`config.mk`:
```
export PLATFORM = sky130hd
export DESIGN_NAME = seg_number_display
export DESIGN_NICKNAME = d
export VERILOG_FILES = /design/src/rtl/display_pkg.sv /design/src/rtl/seg7_encode.sv /design/src/rtl/seg_number_display.sv
export SDC_FILE = /design/constraint.sdc
export NUM_CORES = 1
export LEC_CHECK = 0
export CORE_MARGIN = 1
export CORE_UTILIZATION = 45
export CTS_BUF_LIST = sky130_fd_sc_hd__clkbuf_16
export DETAILED_ROUTE_END_ITERATION = 12
export HOLD_SLACK_MARGIN = 0.15
export PLACE_DENSITY = 0.67
export SYNTH_ARGS = -nofsm -noshare
export SYNTH_HDL_FRONTEND = slang
export SYNTH_SLANG_ARGS = --single-unit
```
`constraint.sdc`:
```
create_clock -name clk_i -period 2 [get_ports clk_i]
set_input_delay 0.2 -clock clk_i [delete_from_list [all_inputs] [get_ports clk_i]]
set_output_delay 0.2 -clock clk_i [all_outputs]
set_load 0.05 [all_outputs]
```
`src/rtl/display_pkg.sv`:
```
// Shared constants, state type and segment decoder for the seven-segment number display.
package display_pkg;

  localparam logic [6:0] SEG_BLANK = 7'h7F;
  localparam logic [6:0] SEG_DASH  = 7'b0111111;
  localparam logic [6:0] SEG_V     = 7'b1100011;
  localparam logic [6:0] SEG_S     = 7'b0010010;

  typedef enum logic [1:0] {
    IDLE   = 2'd0,
    SHIFT  = 2'd1,
    UPDATE = 2'd2
  } state_t;

  // Active-low, bit0 = segment a ... bit6 = segment g.
  function automatic logic [6:0] nibble_to_seg(input logic [3:0] nib);
    logic [6:0] s;
    case (nib)
      4'h0: s = 7'b1000000;
      4'h1: s = 7'b1111001;
      4'h2: s = 7'b0100100;
      4'h3: s = 7'b0110000;
      4'h4: s = 7'b0011001;
      4'h5: s = 7'b0010010;
      4'h6: s = 7'b0000010;
      4'h7: s = 7'b1111000;
      4'h8: s = 7'b0000000;
      4'h9: s = 7'b0010000;
      4'hA: s = 7'b0001000;
      4'hB: s = 7'b0000011;
      4'hC: s = 7'b1000110;
      4'hD: s = 7'b0100001;
      4'hE: s = 7'b0000110;
      default: s = 7'b0001110;
    endcase
    return s;
  endfunction

endpackage

```
`src/rtl/seg7_encode.sv`:
```
// Combinational hex nibble to active-low seven-segment encoder.
module seg7_encode
  import display_pkg::*;
(
  input  logic [3:0] nibble,
  output logic [6:0] seg
);

  assign seg = nibble_to_seg(nibble);

endmodule

```
`src/rtl/seg_number_display.sv`:
```
// Binary to N-digit seven-segment display with sequential double-dabble decimal conversion,
// hex mode, leading-zero blanking, overflow dashes and a one-deep pending request.
//
// state  | meaning
// IDLE   | waiting for load_i
// SHIFT  | W conversion cycles (decimal shift-add-3, hex just counts)
// UPDATE | register seg_o/ovf_o, then next request or idle
module seg_number_display
  import display_pkg::*;
#(
  parameter int W = 8,
  parameter int N = 3
) (
  input  logic           clk_i,
  input  logic           rst_n_i,
  input  logic [W-1:0]   value_i,
  input  logic           hex_i,
  input  logic           blank_i,
  input  logic           load_i,
  output logic           busy_o,
  output logic           done_o,
  output logic           ovf_o,
  output logic [7*N-1:0] seg_o
);

  if (W < 1 || W > 32 || N < 1 || N > 8) begin : g_param_check
    $error("seg_number_display: W must be 1..32 and N must be 1..8");
  end

  localparam int XW = (W > 4*N) ? W : 4*N;

  state_t         state_q, state_d;
  logic           start;
  logic [5:0]     cnt_q;
  logic [W-1:0]   val_q, bin_q;
  logic [4*N-1:0] bcd_q, bcd_adj;
  logic           carry_q, hex_q, blank_q;
  logic           pend_v_q, pend_hex_q, pend_blank_q;
  logic [W-1:0]   pend_val_q;
  logic [W-1:0]   src_val;
  logic           src_hex, src_blank;
  logic [XW-1:0]  val_ext;
  logic [4*N-1:0] dig;
  logic           ovf_next, lead;
  logic [7*N-1:0] enc, seg_next;
  logic           done_q, ovf_q;
  logic [7*N-1:0] seg_q;

  always_comb begin
    state_d = state_q;
    start   = 1'b0;
    case (state_q)
      IDLE: if (load_i) begin
        state_d = SHIFT;
        start   = 1'b1;
      end
      SHIFT: if (cnt_q == '0) state_d = UPDATE;
      UPDATE: if (load_i || pend_v_q) begin
        state_d = SHIFT;
        start   = 1'b1;
      end else begin
        state_d = IDLE;
      end
      default: state_d = IDLE;
    endcase
  end

  // A load in the UPDATE cycle is newer than anything pending, so it wins.
  assign src_val   = load_i ? value_i : pend_val_q;
  assign src_hex   = load_i ? hex_i   : pend_hex_q;
  assign src_blank = load_i ? blank_i : pend_blank_q;

  always_comb begin
    bcd_adj = bcd_q;
    for (int k = 0; k < N; k++)
      if (bcd_q[4*k +: 4] >= 4'd5) bcd_adj[4*k +: 4] = bcd_q[4*k +: 4] + 4'd3;
  end

  assign val_ext  = XW'(val_q);
  assign dig      = hex_q ? val_ext[4*N-1:0] : bcd_q;
  assign ovf_next = hex_q ? ((val_ext >> (4*N)) != '0) : carry_q;

  for (genvar k = 0; k < N; k++) begin : g_enc
    seg7_encode u_enc (.nibble(dig[4*k +: 4]), .seg(enc[7*k +: 7]));
  end

  always_comb begin
    lead     = 1'b1;
    seg_next = '0;
    for (int k = N-1; k >= 0; k--) begin
      if (ovf_next)
        seg_next[7*k +: 7] = SEG_DASH;
      else if (blank_q && lead && k != 0 && dig[4*k +: 4] == 4'd0)
        seg_next[7*k +: 7] = SEG_BLANK;
      else
        seg_next[7*k +: 7] = enc[7*k +: 7];
      if (dig[4*k +: 4] != 4'd0) lead = 1'b0;
    end
  end

  always_ff @(posedge clk_i or negedge rst_n_i) begin
    if (!rst_n_i) begin
      state_q      <= IDLE;
      cnt_q        <= '0;
      val_q        <= '0;
      bin_q        <= '0;
      bcd_q        <= '0;
      carry_q      <= 1'b0;
      hex_q        <= 1'b0;
      blank_q      <= 1'b0;
      pend_v_q     <= 1'b0;
      pend_val_q   <= '0;
      pend_hex_q   <= 1'b0;
      pend_blank_q <= 1'b0;
      seg_q        <= {(7*N){1'b1}};
      ovf_q        <= 1'b0;
      done_q       <= 1'b0;
    end else begin
      state_q <= state_d;
      done_q  <= (state_q == UPDATE);

      if (state_q == SHIFT && load_i) begin
        pend_v_q     <= 1'b1;
        pend_val_q   <= value_i;
        pend_hex_q   <= hex_i;
        pend_blank_q <= blank_i;
      end else if (state_q == UPDATE) begin
        pend_v_q <= 1'b0;
      end

      if (state_q == UPDATE) begin
        seg_q <= seg_next;
        ovf_q <= ovf_next;
      end

      if (start) begin
        val_q   <= src_val;
        bin_q   <= src_val;
        hex_q   <= src_hex;
        blank_q <= src_blank;
        bcd_q   <= '0;
        carry_q <= 1'b0;
        cnt_q   <= 6'(W-1);
      end else if (state_q == SHIFT) begin
        if (cnt_q != '0) cnt_q <= cnt_q - 6'd1;
        if (!hex_q) begin
          bcd_q   <= {bcd_adj[4*N-2:0], bin_q[W-1]};
          bin_q   <= bin_q << 1;
          carry_q <= carry_q | bcd_adj[4*N-1];
        end
      end
    end
  end

  assign busy_o = (state_q != IDLE);
  assign done_o = done_q;
  assign ovf_o  = ovf_q;
  assign seg_o  = seg_q;

endmodule

```
# Yosys cells after proc, flatten, opt, wreduce, memory -nomap -nowiden

Memories as Yosys holds them, arrays and structs flattened.
Index checks and enable logic that the tools add are counted.

Reduce and logical (&&, ||, !) cells: 18
$lt $le $gt $ge: 3
Bitwise gates (word level): 1
Add/subtract/negate cells: 4
Multiplexer cells: 35
Equality and inequality tests: 5

Operator list:

| cell                  | count |
|---|---|
| $mux W12              | 4 |
| $mux W7               | 5 |
| $mux W8               | 4 |
| $mux W6               | 3 |
| $add A4 B2 Y4 const B | 3 |
| $ge A4 B3 Y1 const B  | 3 |
| $mux W1               | 12 |
| $mux W4               | 3 |
| $logic_not A4 Y1      | 2 |
| $reduce_bool A2 Y1    | 4 |
| $logic_not A6 Y1      | 1 |
| $ne A2 B2 Y1 const B  | 3 |
| $pmux W2 S3           | 1 |
| $reduce_and A2 Y1     | 3 |
| $reduce_bool A6 Y1    | 1 |
| $sub A6 B1 Y6 const B | 1 |
| $logic_and A1 B1 Y1   | 4 |
| $mux W2               | 2 |
| $reduce_bool A4 Y1    | 1 |
| $eq A2 B1 Y1 const B  | 1 |
| $eq A2 B2 Y1 const B  | 1 |
| $logic_not A2 Y1      | 1 |
| $pmux W1 S2           | 1 |
| $logic_or A1 B1 Y1    | 1 |
| $or A1 B1 Y1          | 1 |

Bits in read-only memories: 336
Bits in registers: 73
Word-level logic and storage cells: 84
Memories kept: 3
Output and inout port bits: 24

Memory list:

| memory           | words | bits a word | read ports | clocked after memory_dff | wr ports | line              | source |
|---|---|---|---|---|---|---|---|
| (name not given) | 16    | 7           | 1          | 0                        | 0        | display_pkg.sv:18 | `case (nib)` |
| (name not given) | 16    | 7           | 1          | 0                        | 0        | display_pkg.sv:18 |  |
| (name not given) | 16    | 7           | 1          | 0                        | 0        | display_pkg.sv:18 |  |

# Logic depth before layout (Yosys ltp)

Gate-level depths: netlist of the first run.

Depth after elaboration: 7
Depth in mapped cells: 11
Mapped depth without buffers: 9

# Hierarchy

From an unflattened synthesis of the first run, not the netlist that was laid out.

Cell total of the unflattened synthesis: 400
Area total of the unflattened synthesis: 4225.3 µm²

By module, submodules not included:

| module             | cells each | area each (µm²) | instances |
|---|---|---|---|
| seg_number_display | 304        | 3399.5          | 1 |
| seg7_encode        | 32         | 275.3           | 3 |

# Worst setup path before layout of the first run

OpenSTA, ideal clock, no wires.

Path type: reg2reg
From: register hex_q
To: register seg_q[0], in the netlist seg_o[0]
Data required time: 1.907 ns
Period minus slack after synthesis: 2.054 ns
Library setup time: 0.093 ns
Setup slack: -0.054 ns
Data arrival time: 1.961 ns
Buffers on the path: 3
Cell stages (with the launch flop): 10
Cells stage by stage: dfrtp_1 > buf_6 > buf_12 > buf_2 > mux2i_1 > inv_1 > ha_1 > nor3b_2 > a221oi_1 > a21oi_1

Cells in the longest elaborated chain, start to end: 3
Elaborated cells between the ends (all ways): 4

RTL lines:

| item                   | line                      | source |
|---|---|---|
| from (decl)            | seg_number_display.sv:37  | `logic carry_q, hex_q, blank_q;` |
| from (signal assigned) | seg_number_display.sv:139 | `hex_q <= src_hex;` |
| $mux W12               | seg_number_display.sv:80  | `assign dig = hex_q ? val_ext[4*N-1:0] : bcd_q;` |
| $mem_v2 Z16 W7         | n/a                       |  |
| $mux W7 (*)            | seg_number_display.sv:91  | `if (ovf_next)` |
| to (signal assigned)   | seg_number_display.sv:115 | `seg_q <= {(7*N){1'b1}};` |
| to (signal assigned)   | seg_number_display.sv:132 | `seg_q <= seg_next;` |
| to (decl)              | seg_number_display.sv:47  | `logic [7*N-1:0] seg_q;` |

Every way passes the cells marked *; elsewhere a longest branch is shown, timed or not.
A chain may end at the register's enable or synchronous reset.

# Final worst setup path of the first run

From: register hex_q
To: register seg_q[20], in the netlist seg_o[20]

Cells in the longest elaborated chain, start to end: 5
Elaborated cells between the ends (all ways): 7

RTL lines:

| item                                                                   | line |
|---|---|
| parallel branches: the longest is 4 deep, another holds $mem_v2 Z16 W7 | n/a |
| $mux W7 (*)                                                            | seg_number_display.sv:91 |

Every way passes the cells marked *.

==> impl_metrics.ini, run 1 <==
[routing]
drc = 0
final_antenna_net_count = 0
drt_pre_antenna_iters = 4
routedWlPerCell_um = 14.3
dr_total_vias = 3297
drt_iter0_markers = 121
viasPerCell = 5.46
routed_wl_um = 8610

[placement]
portBuffers = 36
place_congestion = 0.888
dp.cells = 587
dp_hpwl_um = 6410
post-place-ws_ns = 0.0161

[logic_synthesis]
yosysWarnings = 0
syn-mean-instance-area_um2 = 9.62
syn_area_mm2 = 0.00420
synth_cells = 436
ys_seq_area_frac = 0.442
synthArstFlopShare = 1.00
synth_edf_count = 0
ys_ff_latch = 73
yosysUniqueCellTypes = 62
synth_ff_type = dfrtp_1
syn-num-nets = 477

[worst_setup_path]
cp_top_family = compound AO/OA/AOI/OAI gates
crit_fanout = 11
cp-start-kind = flip-flop
crit_chain = inv_2 > nand2_1 > inv_1 > ha_1 > inv_1 > nor2_1 > a21o_1 > a2111oi_0 > o21ai_1
path_common_cell = inv_1
crit_start = hex_q$_DFFE_PN0P_
r2r-start = hex_q$_DFFE_PN0P_
path_buf_inv = 3
slowest_stage = dfrtp_2
crit_type = reg -> reg
end_kind = flip-flop
required_ns = 2.25
arrival_ns = 2.13
cpPeakStageDelay_ns = 0.51

[layout]
drive_gt1_frac = 0.200
nets = 532
multi_input_area_mm2 = 0.00214
regArea_mm2 = 0.00185
instances_no_fill = 604
fillCellCount = 799
insertedDiodeCount = 0
fin_util = 0.574
area_growth_pct = 21.7

[sta]
fin_setup_tns_ns = 0
skew_ns = 0.00505
worst_slack_ns = 0.119
slew_violations = 0
slew_headroom = 0.622
finalHoldViolCount = 0
fin_crit_sh = 0.941
period_minus_slack_ns = 1.88
worst_slew_pin_slew_ns = 0.567
setup_viol = 0
max_clock_freq_ghz = 0.532
rsz0062_at_grt = false

[clocking]
cts_tree = built
clock-sinks = 73
post-cts-setup-buffers = 0
cts_made_buffers = 9
cts_max_path_buffers = 2
h-tree-depth = 3
path_clk_slew_ns = 0.06
clock_latency_ns = 0.33
cts_root_buf = clkbuf_16

[global_route]
grt_pass1_wl_um = 14900
grt_pass1_vias = 3168
grt_max_degree = 29
grt_antenna_before_repair = 0
overflow = 0
grt_use_total = 0.190

[pwr]
total_power_mw = 8.98
irDropWorstVdd_v = 0.000743
leakage_nw = 2.20
pwr_density_cell_mw_per_mm2 = 1760

[run_status]
status = completed

[floorplanning]
initial_utilization = 0.472
dieWidth_um = 98.6
io_pins = 37
die_h_um = 98.6
core_area_mm2 = 0.00889
dieArea_mm2 = 0.00971
row_count = 34

[min_path]
worstHoldPathType = in -> async

[run]
cap_violations = 0
routing by layer:
| metal | wire (um) | GRT usage | part of all wire |
|---|---|---|---|
| met4 | 126 | 0.0712 | 0.015 |
| met5 | 0 | 0 | 0 |
| met1 | 4240 | 0.253 | 0.49 |
| met3 | 294 | 0.0369 | 0.034 |
| met2 | 3950 | 0.310 | 0.46 |
what timing repair did:
action                                 CTS  global route
endpoints found under the hold margin   11             0
hold buffers                             1             0
gates resized for setup                  0             2
setup endpoints to repair                0            11
layout make-up:
class,count,area share
repair buffers,67,0.119
inverters,20,0.0147
multi-input cells,320,0.419
flip-flops and latches,73,0.363
clock inverters,7,0.0137
well taps,108,0.0265
clock buffers,9,0.0441
synth_stat cells, drive strengths merged (2+ instances only):
| master | count | area, um^2 |
|---|---|---|
| nor2 | 56 | 223 |
| dfrtp | 52 | 1300 |
| nand2 | 44 | 165 |
| a21oi | 31 | 159 |
| ha | 28 | 350 |
| o21ai | 22 | 110 |
| dfstp | 21 | 552 |
| inv | 20 | 75.1 |
| buf | 15 | 100 |
| mux2 | 14 | 161 |
| nand3 | 14 | 70.1 |
| a31oi | 12 | 90.1 |
| mux2i | 12 | 149 |
| nand2b | 10 | 62.6 |
| a211oi | 9 | 67.6 |
| clkbuf | 8 | 30.0 |
| nor2b | 8 | 50.1 |
| xnor2 | 6 | 52.6 |
| o211ai | 5 | 37.5 |
| nor3 | 4 | 20.0 |
| o21a | 4 | 30.0 |
| o22ai | 4 | 25.0 |
| a21o | 3 | 22.5 |
| a22oi | 3 | 22.5 |
| xor2 | 3 | 26.3 |
| a22o | 2 | 17.5 |
| a31o | 2 | 17.5 |
| and3 | 2 | 17.5 |
| nor3b | 2 | 20.0 |
| o31ai | 2 | 15.0 |
| or2 | 2 | 12.5 |
| or3 | 2 | 12.5 |
flip-flops by register name (all words and copies together) (netlist names):
name,flops
carry_q,1
state_q,2
pend_val_q,8
ovf_o,1
bcd_q,12
pend_hex_q,1
pend_blank_q,1
bin_q,8
blank_q,1
pend_v_q,1
val_q,8
done_o,1
cnt_q,6
hex_q,1
seg_o,21
placed cells by master (no fill, tap or decap), types with 8 or more instances in the layout:
cell type	synthesis	layout
dfrtp_1	52	51
mux2i_1	9	8
a21oi_1	30	30
nor2b_1	8	8
clkdlybuf4s50_1	0	34
ha_1	28	28
mux2_2	13	13
nand2b_1	10	10
inv_1	18	19
buf_4	2	29
nand2_1	44	44
o21ai_0	19	19
nand3_1	14	14
a211oi_1	9	9
clkbuf_16	0	9
dfstp_2	21	21
a31oi_1	11	11
nor2_1	53	53
power breakdown:
part	internal [mW]	switching, mW
Clock	0.965	0.629
Combinational	1.96	2.72
Sequential	2.20	0.504
stage by stage:
step | instance area, um^2 | hold slack (ns)
after floorplan | 4200 | -0.0956
after global placement | 4800 | 0.186
after detailed placement | 4800 | 0.199
after CTS | 5100 | 0.392
after global routing | 5110 | 0.435
final | 5110 | 0.385
cell families after synthesis:
kind of cell	count (synthesis)	synth area share
buf+inv	43	0.0489
compound gates	110	0.171
fa+ha+maj	28	0.0835
simple gates	147	0.162
mux	26	0.0740
flops	73	0.442
xor+xnor	9	0.0188
path summary, 6_finish.rpt:
kind,end,slack (ns),cells after the start
worst max register to register,seg_o[20]$_DFFE_PN1N_,0.12,9
worst max-delay path,seg_o[20]$_DFFE_PN1N_,0.12,9
min in group clk_i,seg_o[20]$_DFFE_PN1N_,0.48,2
worst min register to register,seg_o[20]$_DFFE_PN1N_,0.48,2
worst min-delay path,carry_q$_DFFE_PN0P_,0.38,2
max in group asynchronous,seg_o[6]$_DFFE_PN1N_,0.98,3
No activity file was read; power rests on OpenSTA's default activity.
==> run 2: changes to the inputs <==
- GPL_TIMING_DRIVEN: default -> 1
- HOLD_SLACK_MARGIN: 0.15 -> default
==> results of run 2 <==
Final layout, timing and power as in run 1 (identical DEF).
==> run 3: changes to the inputs <==
- DONT_BUFFER_PORTS: default -> 1
- GPL_TIMING_DRIVEN: 1 -> 0
- PLACE_DENSITY: 0.67 -> default
==> run 3 against run 2 <==
Effect of this change:
- final cell count down 4.6%
- core utilization down 2.6 points
- routed wire length up 4.3%
- combinational power down 12%
- fmax fell by 2.4%
- global-route usage up 0.26 points
==> impl_metrics.ini, run 3 (synthesized netlist as in run 1, its figures left out) <==
[run_status]
status = completed

[worst_setup_path]
crit_type = reg -> reg
reg2reg_depth = 8
arrival_ns = 2.19
crit_cells = 8
path_buf_inv = 4
slowest_stage = dfrtp_1
cp_top_family = buffers and inverters
cp-start-kind = flip-flop
required_ns = 2.26
end_kind = flip-flop
crit_fanout = 8
crit_chain = buf_6 > buf_12 > buf_12 > mux2i_4 > buf_6 > ha_1 > a211o_1 > a31oi_1
cpPeakStageDelay_ns = 0.37

[floorplanning]
dieArea_mm2 = 0.00971
initial_utilization = 0.472
io_pins = 37
core_area_mm2 = 0.00889
row_count = 34
dieWidth_um = 98.6
die_h_um = 98.6

[pwr]
seqPwrFrac = 0.373
clock_power_share = 0.170
leakage_nw = 2.10
p_int_mw = 5.01
irDropWorstVdd_v = 0.000755
p_sw_mw = 3.96
pwr_density_cell_mw_per_mm2 = 1840
p_sw_frac = 0.442
combPwrFrac = 0.457

[global_route]
overflow = 0
grt_antenna_before_repair = 0
grt_pass1_wl_um = 14700
grt_use_total = 0.193
grt_pass1_vias = 2988
grt_max_degree = 74

[layout]
area_growth_pct = 16.2
layout_common_cells = nor2_1, dfrtp_1, nand2_1
insertedDiodeCount = 0
instances_no_fill = 576
fillCellCount = 812
largest_reg_flops = 21
nets = 505
final_area_mm2 = 0.00487
drive_gt1_frac = 0.220

[placement]
portBuffers = 0
dp.cells = 544
place_congestion = 0.838
placed_area_mm2 = 0.00433
dp_hpwl_um = 6110

[routing]
drt_pre_antenna_iters = 4
dr_total_vias = 3142
viasPerCell = 5.45
drt_iter0_markers = 157
routedWlPerCell_um = 15.6
drc = 0
final_antenna_net_count = 0
routed_wl_um = 8980

[clocking]
cts_root_buf = clkbuf_16
cts_made_buffers = 9
clock_latency_ns = 0.33
path_clk_slew_ns = 0.06
cts_tree = built
clock-sinks = 73
h-tree-depth = 3
cts_max_path_buffers = 2

[min_path]
hold_depth = 1
worstHoldPathType = in -> reg

[sta]
worst_slew_pin_slew_ns = 0.528
setup_viol = 0
skew_ns = 0.00433
slew_violations = 0
slew_headroom = 0.648
period_minus_slack_ns = 1.93
fin_setup_tns_ns = 0
max_clock_freq_ghz = 0.519
hold_slack_ns = 0.0173
fin_crit_sh = 0.964
finalHoldViolCount = 0

[run]
cap_violations = 0
==> run 3: cell count changes in the layout (fill, tap and decap cells not counted), sizes merged <==
| cell | change |
|---|---|
| inv | -1 |
| clkinv | +1 |
| clkinvlp | -1 |
| clkbuf | +8 |
| dlymetal6s2s | -1 |
| clkdlybuf4s50 | -34 |
==> run 3: stage by stage <==
step                      setup slack (ns)  power (mW)  utilization
after floorplan                   -0.00371        6.10            -
after detailed placement            -0.384        6.88        0.487
after global placement              -0.348        6.79        0.487
after global routing               -0.0166        9.60        0.548
final                               0.0728        8.96        0.548
after CTS                          -0.0568        8.70        0.533
==> run 3: final timing paths <==
| kind | from | endpoint | slack [ns] |
|---|---|---|---|
| max | hex_q$_DFFE_PN0P_ | seg_o[3]$_DFFE_PN1N_ | 0.07 |
| min reg2reg | pend_v_q$_DFFE_PN0P_ | pend_v_q$_DFFE_PN0P_ | 0.48 |
| min | hex_i | pend_hex_q$_DFFE_PN0P_ | 0.02 |
| min in group asynchronous | rst_n_i | done_o$_DFF_PN0_ | 0.45 |
| max in group asynchronous | rst_n_i | seg_o[5]$_DFFE_PN1N_ | 1.23 |
| max reg2reg | hex_q$_DFFE_PN0P_ | seg_o[3]$_DFFE_PN1N_ | 0.07 |
==> run 3: per-layer routing <==
layer	GRT usage	wire length [um]
met1	0.256	4290
met2	0.312	4200
met3	0.0567	405
met4	0.0471	85
met5	0	0
==> run 3: what timing repair did <==
item | 4_1_cts | 5_1_grt
setup buffers | 3 | 12
endpoints found under the setup margin | 12 | 11
hold buffers | 2 | 0
endpoints found under the hold margin | 73 | 0
pin swaps | 0 | 1
gates resized for setup | 14 | 10
==> run 3: area by class of cell <==
class	count	area, um^2	share of cell area
buffer	23	145	0.0298
timing repair buffer	17	154	0.0316
inverter	20	77.6	0.0159
multi-input combinational	320	2230	0.458
tap	108	135	0.0277
clock inverter	6	52.6	0.0108
clock buffer	9	225	0.0462
sequential	73	1850	0.380
==> run 3: power groups by stage <==
stage / logic (mW) / registers (mW) / clock network [mW]
after floorplan: 2.90 / 3.20 / 0
after global placement: 3.48 / 3.32 / 0
after detailed placement: 3.54 / 3.34 / 0
after CTS: 3.79 / 3.34 / 1.57
after global routing: 4.55 / 3.42 / 1.62
final: 4.10 / 3.34 / 1.53
